### config.mk
export PLATFORM = sky130hd
export DESIGN_NAME = text_buf_sched
export DESIGN_NICKNAME = d
export VERILOG_FILES = /design/src/rtl/text_pkg.sv /design/src/rtl/text_cursor.sv /design/src/rtl/text_buf_sched.sv
export SDC_FILE = /design/constraint.sdc
export NUM_CORES = 1
export LEC_CHECK = 0
export CELL_PAD_IN_SITES_DETAIL_PLACEMENT = 2
export CELL_PAD_IN_SITES_GLOBAL_PLACEMENT = 2
export CORE_MARGIN = 8
export CORE_UTILIZATION = 31
export CTS_CLUSTER_DIAMETER = 150
export DETAILED_ROUTE_END_ITERATION = 16
export GPL_TIMING_DRIVEN = 0
export PLACE_DENSITY_LB_ADDON = 0.1
export SLEW_MARGIN = 0
export SYNTH_ARGS = -nofsm -noshare
export SYNTH_HDL_FRONTEND = slang
export SYNTH_HIERARCHICAL = 1
export SYNTH_SLANG_ARGS = --single-unit
export TNS_END_PERCENT = 30
### constraint.sdc
create_clock -name clk -period 2.15 [get_ports clk]
set_input_delay 0.3225 -clock clk [delete_from_list [all_inputs] [get_ports clk]]
set_output_delay 0.3225 -clock clk [all_outputs]
set_load 0.02 [all_outputs]
### src/rtl/text_pkg.sv
// Shared constants and encodings for the VGA text-buffer scheduler.
package text_pkg;

  // Text grid geometry: 80x30 cells of 8x16 pixels on a 640x480 display.
  localparam int COLS   = 80;
  localparam int ROWS   = 30;
  localparam int ADDR_W = 12;
  localparam int COL_W  = 7;
  localparam int ROW_W  = 5;

  // Character written into every cell by a full-screen clear.
  localparam logic [7:0] CLEAR_CHAR = 8'h20;

  // Visible area limits of the pixel/line counters.
  localparam logic [9:0] H_ACTIVE = 10'd640;
  localparam logic [9:0] V_ACTIVE = 10'd480;

  // Command opcodes from the button front end.
  typedef enum logic [1:0] {
    OP_PUT     = 2'd0,
    OP_ADV     = 2'd1,
    OP_NEWLINE = 2'd2,
    OP_CLEAR   = 2'd3
  } cmd_op_e;

  // Scheduler states.
  typedef enum logic [1:0] {
    ST_IDLE  = 2'd0,
    ST_PEND  = 2'd1,
    ST_CLEAR = 2'd2
  } state_e;

endpackage

### src/rtl/text_cursor.sv
// Cursor position register: column/row with advance, newline and home.
// Driven by one-cycle strobes; home beats newline beats advance.
module text_cursor #(
  parameter int N_COLS = 80,
  parameter int N_ROWS = 30
) (
  input  logic       clk,
  input  logic       rst_n,
  input  logic       adv_i,
  input  logic       newline_i,
  input  logic       home_i,
  output logic [6:0] col_o,
  output logic [4:0] row_o
);

  logic [6:0] col_q, col_d;
  logic [4:0] row_q, row_d;
  logic       last_col, last_row;

  // Next cursor position from the strobes, wrapping the last cell back to (0,0).
  always_comb begin
    last_col = (col_q == 7'(N_COLS - 1));
    last_row = (row_q == 5'(N_ROWS - 1));
    col_d    = col_q;
    row_d    = row_q;
    if (home_i) begin
      col_d = '0;
      row_d = '0;
    end else if (newline_i) begin
      col_d = '0;
      row_d = last_row ? '0 : row_q + 5'd1;
    end else if (adv_i) begin
      if (last_col) begin
        col_d = '0;
        row_d = last_row ? '0 : row_q + 5'd1;
      end else begin
        col_d = col_q + 7'd1;
      end
    end
  end

  // Cursor registers, home position on reset.
  always_ff @(posedge clk or negedge rst_n) begin
    if (!rst_n) begin
      col_q <= '0;
      row_q <= '0;
    end else begin
      col_q <= col_d;
      row_q <= row_d;
    end
  end

  assign col_o = col_q;
  assign row_o = row_q;

endmodule

### src/rtl/text_buf_sched.sv
// Single-port character buffer scheduler: the display fetch owns every
// eighth visible pixel slot, cursor writes and screen clears use the rest.
module text_buf_sched #(
  parameter int         COLS       = text_pkg::COLS,
  parameter int         ROWS       = text_pkg::ROWS,
  parameter int         ADDR_W     = text_pkg::ADDR_W,
  parameter logic [7:0] CLEAR_CHAR = text_pkg::CLEAR_CHAR
) (
  input  logic              clk,
  input  logic              rst_n,
  input  logic [9:0]        counter_x,
  input  logic [9:0]        counter_y,
  input  logic              cmd_valid,
  output logic              cmd_ready,
  input  logic [1:0]        cmd_op,
  input  logic [7:0]        cmd_char,
  output logic [ADDR_W-1:0] ram_addr,
  output logic              ram_we,
  output logic [7:0]        ram_wdata,
  output logic              fetch_valid,
  output logic [6:0]        cur_col,
  output logic [4:0]        cur_row,
  output logic              busy
);

  import text_pkg::*;

  localparam logic [ADDR_W-1:0] LAST_ADDR = ADDR_W'(COLS * ROWS - 1);

  // Row base address; the 80-column case uses two shifts instead of a multiplier.
  function automatic logic [ADDR_W-1:0] times_cols(input logic [ADDR_W-1:0] r);
    if (COLS == 80) begin
      return (r << 6) + (r << 4);
    end else begin
      return ADDR_W'(r * COLS);
    end
  endfunction

  state_e            state_q;
  logic [ADDR_W-1:0] pend_addr_q;
  logic [7:0]        pend_data_q;
  logic [ADDR_W-1:0] clear_addr_q;
  logic [ADDR_W-1:0] ram_addr_q;
  logic              ram_we_q;
  logic [7:0]        ram_wdata_q;
  logic              fetch_valid_q;
  logic              cmd_ready_q;

  logic              fetch_slot;
  logic [ADDR_W-1:0] fetch_addr;
  logic [ADDR_W-1:0] cursor_addr;
  cmd_op_e           op;
  logic              accept;
  logic              adv_stb;
  logic              newline_stb;
  logic              home_stb;
  logic [6:0]        col;
  logic [4:0]        row;

  // Slot arbitration, addresses and cursor strobes from the current counters and state.
  always_comb begin
    fetch_slot  = (counter_x < H_ACTIVE) && (counter_y < V_ACTIVE) &&
                  (counter_x[2:0] == 3'd0);
    fetch_addr  = times_cols(ADDR_W'(counter_y[9:4])) + ADDR_W'(counter_x[9:3]);
    cursor_addr = times_cols(ADDR_W'(row)) + ADDR_W'(col);
    op          = cmd_op_e'(cmd_op);
    accept      = cmd_valid && cmd_ready_q && (state_q == ST_IDLE);
    adv_stb     = (accept && (op == OP_ADV)) ||
                  ((state_q == ST_PEND) && !fetch_slot);
    newline_stb = accept && (op == OP_NEWLINE);
    home_stb    = (state_q == ST_CLEAR) && !fetch_slot && (clear_addr_q == LAST_ADDR);
  end

  // Control FSM with registered RAM port and handshake outputs.
  always_ff @(posedge clk or negedge rst_n) begin
    if (!rst_n) begin
      state_q       <= ST_IDLE;
      pend_addr_q   <= '0;
      pend_data_q   <= '0;
      clear_addr_q  <= '0;
      ram_addr_q    <= '0;
      ram_we_q      <= 1'b0;
      ram_wdata_q   <= '0;
      fetch_valid_q <= 1'b0;
      cmd_ready_q   <= 1'b0;
    end else begin
      if (fetch_slot) begin
        ram_addr_q    <= fetch_addr;
        ram_we_q      <= 1'b0;
        fetch_valid_q <= 1'b1;
      end else if (state_q == ST_PEND) begin
        ram_addr_q    <= pend_addr_q;
        ram_wdata_q   <= pend_data_q;
        ram_we_q      <= 1'b1;
        fetch_valid_q <= 1'b0;
      end else if (state_q == ST_CLEAR) begin
        ram_addr_q    <= clear_addr_q;
        ram_wdata_q   <= CLEAR_CHAR;
        ram_we_q      <= 1'b1;
        fetch_valid_q <= 1'b0;
      end else begin
        ram_we_q      <= 1'b0;
        fetch_valid_q <= 1'b0;
      end

      case (state_q)
        ST_IDLE: begin
          cmd_ready_q <= 1'b1;
          if (accept) begin
            case (op)
              OP_PUT: begin
                pend_addr_q <= cursor_addr;
                pend_data_q <= cmd_char;
                state_q     <= ST_PEND;
                cmd_ready_q <= 1'b0;
              end
              OP_CLEAR: begin
                clear_addr_q <= '0;
                state_q      <= ST_CLEAR;
                cmd_ready_q  <= 1'b0;
              end
              OP_ADV, OP_NEWLINE: begin
                state_q <= ST_IDLE;
              end
            endcase
          end
        end
        ST_PEND: begin
          if (!fetch_slot) begin
            state_q     <= ST_IDLE;
            cmd_ready_q <= 1'b1;
          end
        end
        ST_CLEAR: begin
          if (!fetch_slot) begin
            if (clear_addr_q == LAST_ADDR) begin
              state_q     <= ST_IDLE;
              cmd_ready_q <= 1'b1;
            end else begin
              clear_addr_q <= clear_addr_q + 1'b1;
            end
          end
        end
        default: begin
          state_q     <= ST_IDLE;
          cmd_ready_q <= 1'b0;
        end
      endcase
    end
  end

  text_cursor #(
    .N_COLS (COLS),
    .N_ROWS (ROWS)
  ) u_cursor (
    .clk       (clk),
    .rst_n     (rst_n),
    .adv_i     (adv_stb),
    .newline_i (newline_stb),
    .home_i    (home_stb),
    .col_o     (col),
    .row_o     (row)
  );

  assign ram_addr    = ram_addr_q;
  assign ram_we      = ram_we_q;
  assign ram_wdata   = ram_wdata_q;
  assign fetch_valid = fetch_valid_q;
  assign cmd_ready   = cmd_ready_q;
  assign busy        = (state_q != ST_IDLE);
  assign cur_col     = col;
  assign cur_row     = row;

endmodule

* Word level (Yosys, flattened, before mapping)
Index checks and enable logic that the tools add are counted.
Cells by class: add/sub/neg operators 7, $lt $le $gt $ge 2, equal/unequal tests 14, multiplexer cells 35, bitwise operators 1, reductions and logical operators 28
Operator list (count):
- two-way mux 12 bit | 7
- two-way mux 7 bit | 4
- two-way mux 5 bit | 5
- adder 12 x 7 -> 12 bit | 2
- one-hot mux 12 bit (2 select lines) | 1
- two-way mux 8 bit | 2
- adder 11 x 9 -> 12 bit | 1
- adder 12 x 1 -> 12 bit, second input constant | 1
- adder 12 x 10 -> 12 bit | 1
- == test 12 bit, second input constant | 1
- one-hot mux 2 bit (3 select lines) | 2
- less-than comparator 10 bit, second input constant | 1
- less-than comparator 10 x 9 -> 1 bit, second input constant | 1
- logical AND 1 bit | 9
- two-way mux 1 bit | 9
- nonzero test 3 bit | 3
- two-way mux 2 bit | 4
- != test 2 bit, second input constant | 4
- adder 7 x 1 -> 7 bit, second input constant | 1
- == test 7 bit, second input constant | 1
- == test 2 bit, second input constant | 3
- AND reduction 3 bit | 2
- nonzero test 2 bit | 3
- adder 5 x 1 -> 5 bit, second input constant | 1
- other kinds (13) | 18
Word-level totals: register bits 69, input bits 33, output and inout bits 36, word-level logic and storage cells 98

* Longest topological paths before layout
word-level depth 9, gate-level depth with buffers 12, gate-level depth less buffers 9

* Hierarchy
Netlist, hierarchy kept.
Modules (own cells, without submodules):
- text_buf_sched | instances 1, cells each 392, area an instance 3733.6 sq um, sequential area each 1426.4 sq um
- text_cursor | instances 1, cells each 70, area an instance 704.4 sq um, sequential area each 300.3 sq um

* Worst setup path after synthesis
OpenSTA, ideal clock, no wires.
path kind flip-flop to flip-flop, from reg u_cursor.row_q[0], in the netlist u_cursor/row_o[0], to reg pend_addr_q[10], library setup time 0.153 ns, arrival 2.269 ns, data required time 1.997 ns, setup slack -0.272 ns, stages on the path, launching flop included 10, buffers on the path 0, period minus slack after synthesis 2.422 ns, cell sequence dfrtp_1 inv_1 fa_1 inv_1 ha_1 a21o_1 a21o_1 a21oi_1 mux2i_1 o311ai_0
On the way: longest elaborated chain between the ends 2
RTL lines:
- start: declaration | RTL line text_cursor.sv:17 | logic [4:0] row_q, row_d;
- start signal: assignment | RTL line text_cursor.sv:49 | row_q <= row_d;
- adder 11 x 9 -> 12 bit | RTL line text_buf_sched.sv:33 | return (r << 6) + (r << 4);
- adder 12 x 7 -> 12 bit | RTL line text_buf_sched.sv:65 | cursor_addr = times_cols(ADDR_W'(row)) + ADDR_W'(col);
- end signal: assignment | RTL line text_buf_sched.sv:112 | pend_addr_q <= cursor_addr;
- end: declaration | RTL line text_buf_sched.sv:40 | logic [ADDR_W-1:0] pend_addr_q;
Every way passes these cells. A chain may end at the register's enable or synchronous reset.

* Worst setup path in the final report
from reg u_cursor.row_q[0], in the netlist u_cursor/row_o[0], to reg pend_addr_q[11]
Same word-level chain as after synthesis.

==> results.py <==
metrics = {
    "power": {
        "p_per_area_mw_per_mm2": 1200,
        "ir_drop_uv": 424,
        "switching_power_uw": 2960,
        "p_leak_uw": 0.00274,
        "clock_power_share_pct": 23.0,
        "p_sw_share_pct": 40.5,
        "p_int_uw": 4360,
        "p_comb_share_pct": 48.8,
        "p_seq_share_pct": 28.2,
    },
    "critical_path": {
        "worst-path-max-fanout": 2,
        "critPathLaunchType": "flop",
        "cp_num_buf_inv": 2,
        "crit_type": "flop to flop",
        "worst_path_dominant_cell_family": "adder cells",
        "path_cells": "inv_2 > fa_1 > inv_2 > fa_2 > a21o_1 > a21oi_2 > nor2b_1 > o21ai_1 > o21ai_1",
        "required_ns": 2.36,
        "crit_slowest_cell": "fa_1",
        "end_kind": "flop",
        "cp.arrival_ns": 2.42,
        "cpPeakStageDelay_ns": 0.56,
    },
    "job": {
        "maxCapViolCount": 0,
    },
    "sta": {
        "timing.final.hold_violations": 0,
        "holdWs_ns": 0.413,
        "drv_slew": 0,
        "rsz0062_at_grt": "true",
        "final.min_clock_period_ns": 2.21,
        "min_period_over_period_pct": 103,
        "setup_ws_ns": -0.0619,
        "max_slew_margin_pct": 66.7,
        "tightest_slew_ns": 0.499,
        "tns_ns": -0.121,
        "fmax_mhz": 452,
        "fin_skew_ns": 0.00921,
        "setup_viol": 2,
    },
    "cells_and_area": {
        "mostFrequentLayoutCell": "dfrtp_1",
        "fin_area_mm2": 0.00610,
        "n_antenna_cell": 0,
        "drive_above_1_share_pct": 24.4,
        "area_growth_pct": 37.5,
        "finalNetCount": 635,
        "layout.cells.most_common_list": "dfrtp_1, clkdlybuf4s50_1, nand2_1, buf_4, ha_1",
    },
    "clock_network": {
        "tritoncts": "yes",
        "cts_buffers": 9,
        "cts_buffer_depth": 2,
        "cts_max_level": 3,
        "clk_pin_slew_ns": 0.07,
        "numClockSinks": 69,
        "cts_root_buf": "clkbuf_16",
        "clk_latency_ns": 0.35,
    },
    "logic_synthesis": {
        "ys_types": 66,
        "synth_ff_type": "dfrtp_1",
        "synth_warnings": 6,
        "async_flop_share_pct": 100,
        "synth-edff-count": 0,
        "yosysSeqAreaShare_pct": 38.9,
        "syn_inst": 462,
        "synth.avg_cell_area_um2": 9.61,
        "syn_area_mm2": 0.00444,
        "ys_seq_elements": 69,
        "syn-num-nets": 532,
    },
    "detailed_routing": {
        "wl_mm": 15.3,
        "vias": 3986,
        "viasPerCell": 5.31,
        "routed.top_layer": "met4",
        "drt_first_pass_iters": 4,
        "ant_nets": 0,
        "wl_met1_mm": 6.52,
        "drt_first_iter_violations": 128,
        "drcViolationCount": 0,
        "wl_met3_um": 390,
        "wl_per_cell_um": 20.3,
        "wl_met2_mm": 8.05,
    },
    "grt": {
        "grt_pass1_vias": 4526,
        "grt_pass1_wl_mm": 24.7,
        "antenna_found_initial": 0,
        "grt_use_total_pct": 17.3,
        "grt_max_degree": 42,
        "grt.overflow.total": 0,
    },
    "placement": {
        "dpl-instance-area_mm2": 0.00535,
        "port_buffers": 64,
        "gp_congestion": 0.759,
        "place_hpwl_mm": 11.0,
    },
    "floorplan": {
        "core_region_area_mm2": 0.0139,
        "fp.dieH_um": 136,
        "dieArea_mm2": 0.0184,
        "rows": 43,
        "io_pins": 69,
        "die_width_um": 136,
        "start_util_pct": 31.8,
    },
    "run_status": {
        "status": "finished, violations left",
        "violations": "negative setup slack",
    },
    "min_path": {
        "hold_path.class": "input port to flop",
    },
}
final timing paths:
| check | start | to | slack, ns | cells after the start |
|---|---|---|---|---|
| max in group asynchronous | rst_n | clear_addr_q[8] | 1.12 | 3 |
| min in group asynchronous | rst_n | clear_addr_q[4] | 0.46 | 2 |
| worst min register to register | ram_wdata[0] | ram_wdata[0] | 0.49 | 2 |
| worst max register to register | u_cursor/row_o[0] | pend_addr_q[11] | -0.06 | 9 |
| worst min-delay path | counter_y[9] | ram_addr[11] | 0.41 | 3 |
| worst max-delay path | u_cursor/row_o[0] | pend_addr_q[11] | -0.06 | 9 |
what timing repair did:
item,in CTS,in global routing
gates resized for setup,43,34
cloned,1,0
pin swaps,13,15
buffers inserted,11,16
endpoints found under the hold margin,28,0
endpoints found under the setup margin,23,24
hold buffers,1,0
state kept, by name, summed over array words and instances, names as in the netlist, 2 cells and up:
name,count
pend_addr_q,12
ram_wdata,8
state_q,2
u_cursor/col_o,7
pend_data_q,8
u_cursor/row_o,5
clear_addr_q,12
ram_addr,12
final cells by class:
cell class / instances / area [um2]
Buffer: 24 / 201
Sequential cell: 69 / 1730
Clock inverter: 7 / 103
Inverter: 22 / 95.1
Fill cell: 1472 / 7830
Multi-Input combinational cell: 345 / 2630
Tap cell: 180 / 225
Timing Repair Buffer: 94 / 890
Clock buffer: 9 / 225
metal layers:
layer  up-vias  track usage (%)
met5         -                0
li1       1868                -
met1      2050             20.0
met2        49             31.1
met4         0             6.72
met3        19             2.63
Yosys cell counts, types with 2 or more instances:
master     number  area [um2]
o41ai_1         5        43.8
and2_1          4        25.0
buf_2          13        65.1
nand4_1         6        37.5
xnor2_1         4        35.0
mux2i_1        12         120
nand3_1        14        70.1
and3_1         15        93.8
nor3b_1         2        15.0
inv_1          21        78.8
o21ai_0        35         175
a32oi_1         2        17.5
a21o_1          7        52.6
o21ai_1         3        15.0
a21oi_1        29         145
nand2b_1        2        12.5
nor2b_1         5        31.3
clkbuf_1       10        37.5
nor3_1         14        70.1
o211ai_1        4        30.0
nor2_1         19        71.3
nand2_1        55         206
dfrtp_1        69        1730
a211oi_1        4        30.0
a31oi_1         2        12.5
o21ai_2         3        26.3
ha_1           33         413
xor2_1          5        43.8
o2bb2ai_1       2        17.5
fa_1            4        80.1
nor3b_2         2        25.0
buf_6           2        22.5
or3_1           3        18.8
a311o_1         4        40.0
mux2_2         17         191
stage by stage:
stage               worst slack [ns]  cells  power [uW]  util (%)
finish                       -0.0619    750        7320      43.8
global route                  -0.200    750        7830      43.8
CTS                          -0.0756    734        7190      42.2
detailed placement            -0.962    707        5200      38.4
global placement               -2.29    706        5080      38.2
floorplan                    -0.0472    462        3880         -
power groups by stage:
stage | clock network, uW | logic [uW] | registers, uW
2_1_floorplan | 0 | 1600 | 2280
3_3_place_gp | 0 | 2960 | 2110
3_5_place_dp | 0 | 3060 | 2140
4_1_cts | 1730 | 3390 | 2070
5_1_grt | 1790 | 3920 | 2130
6_report | 1680 | 3570 | 2060
worst min-delay path, delay by kind of cell:
family / cells / cell delay (ns)
AND/OR/NAND/NOR: 1 / 0.08
buffers and inverters: 1 / 0.18
AO/OA/AOI/OAI: 1 / 0.13
cell families after synthesis:
| logic type | share of synthesized area, % |
|---|---|
| and+or+nand+nor | 19.3 |
| AOI/OAI and AO/OA | 16.5 |
| DFF | 38.9 |
| buffers and inverters | 4.96 |
| adders and majority gates | 11.1 |
| muxes | 7.36 |
| xor gates and xnor gates | 1.78 |
No activity file was read; power rests on OpenSTA's default activity.
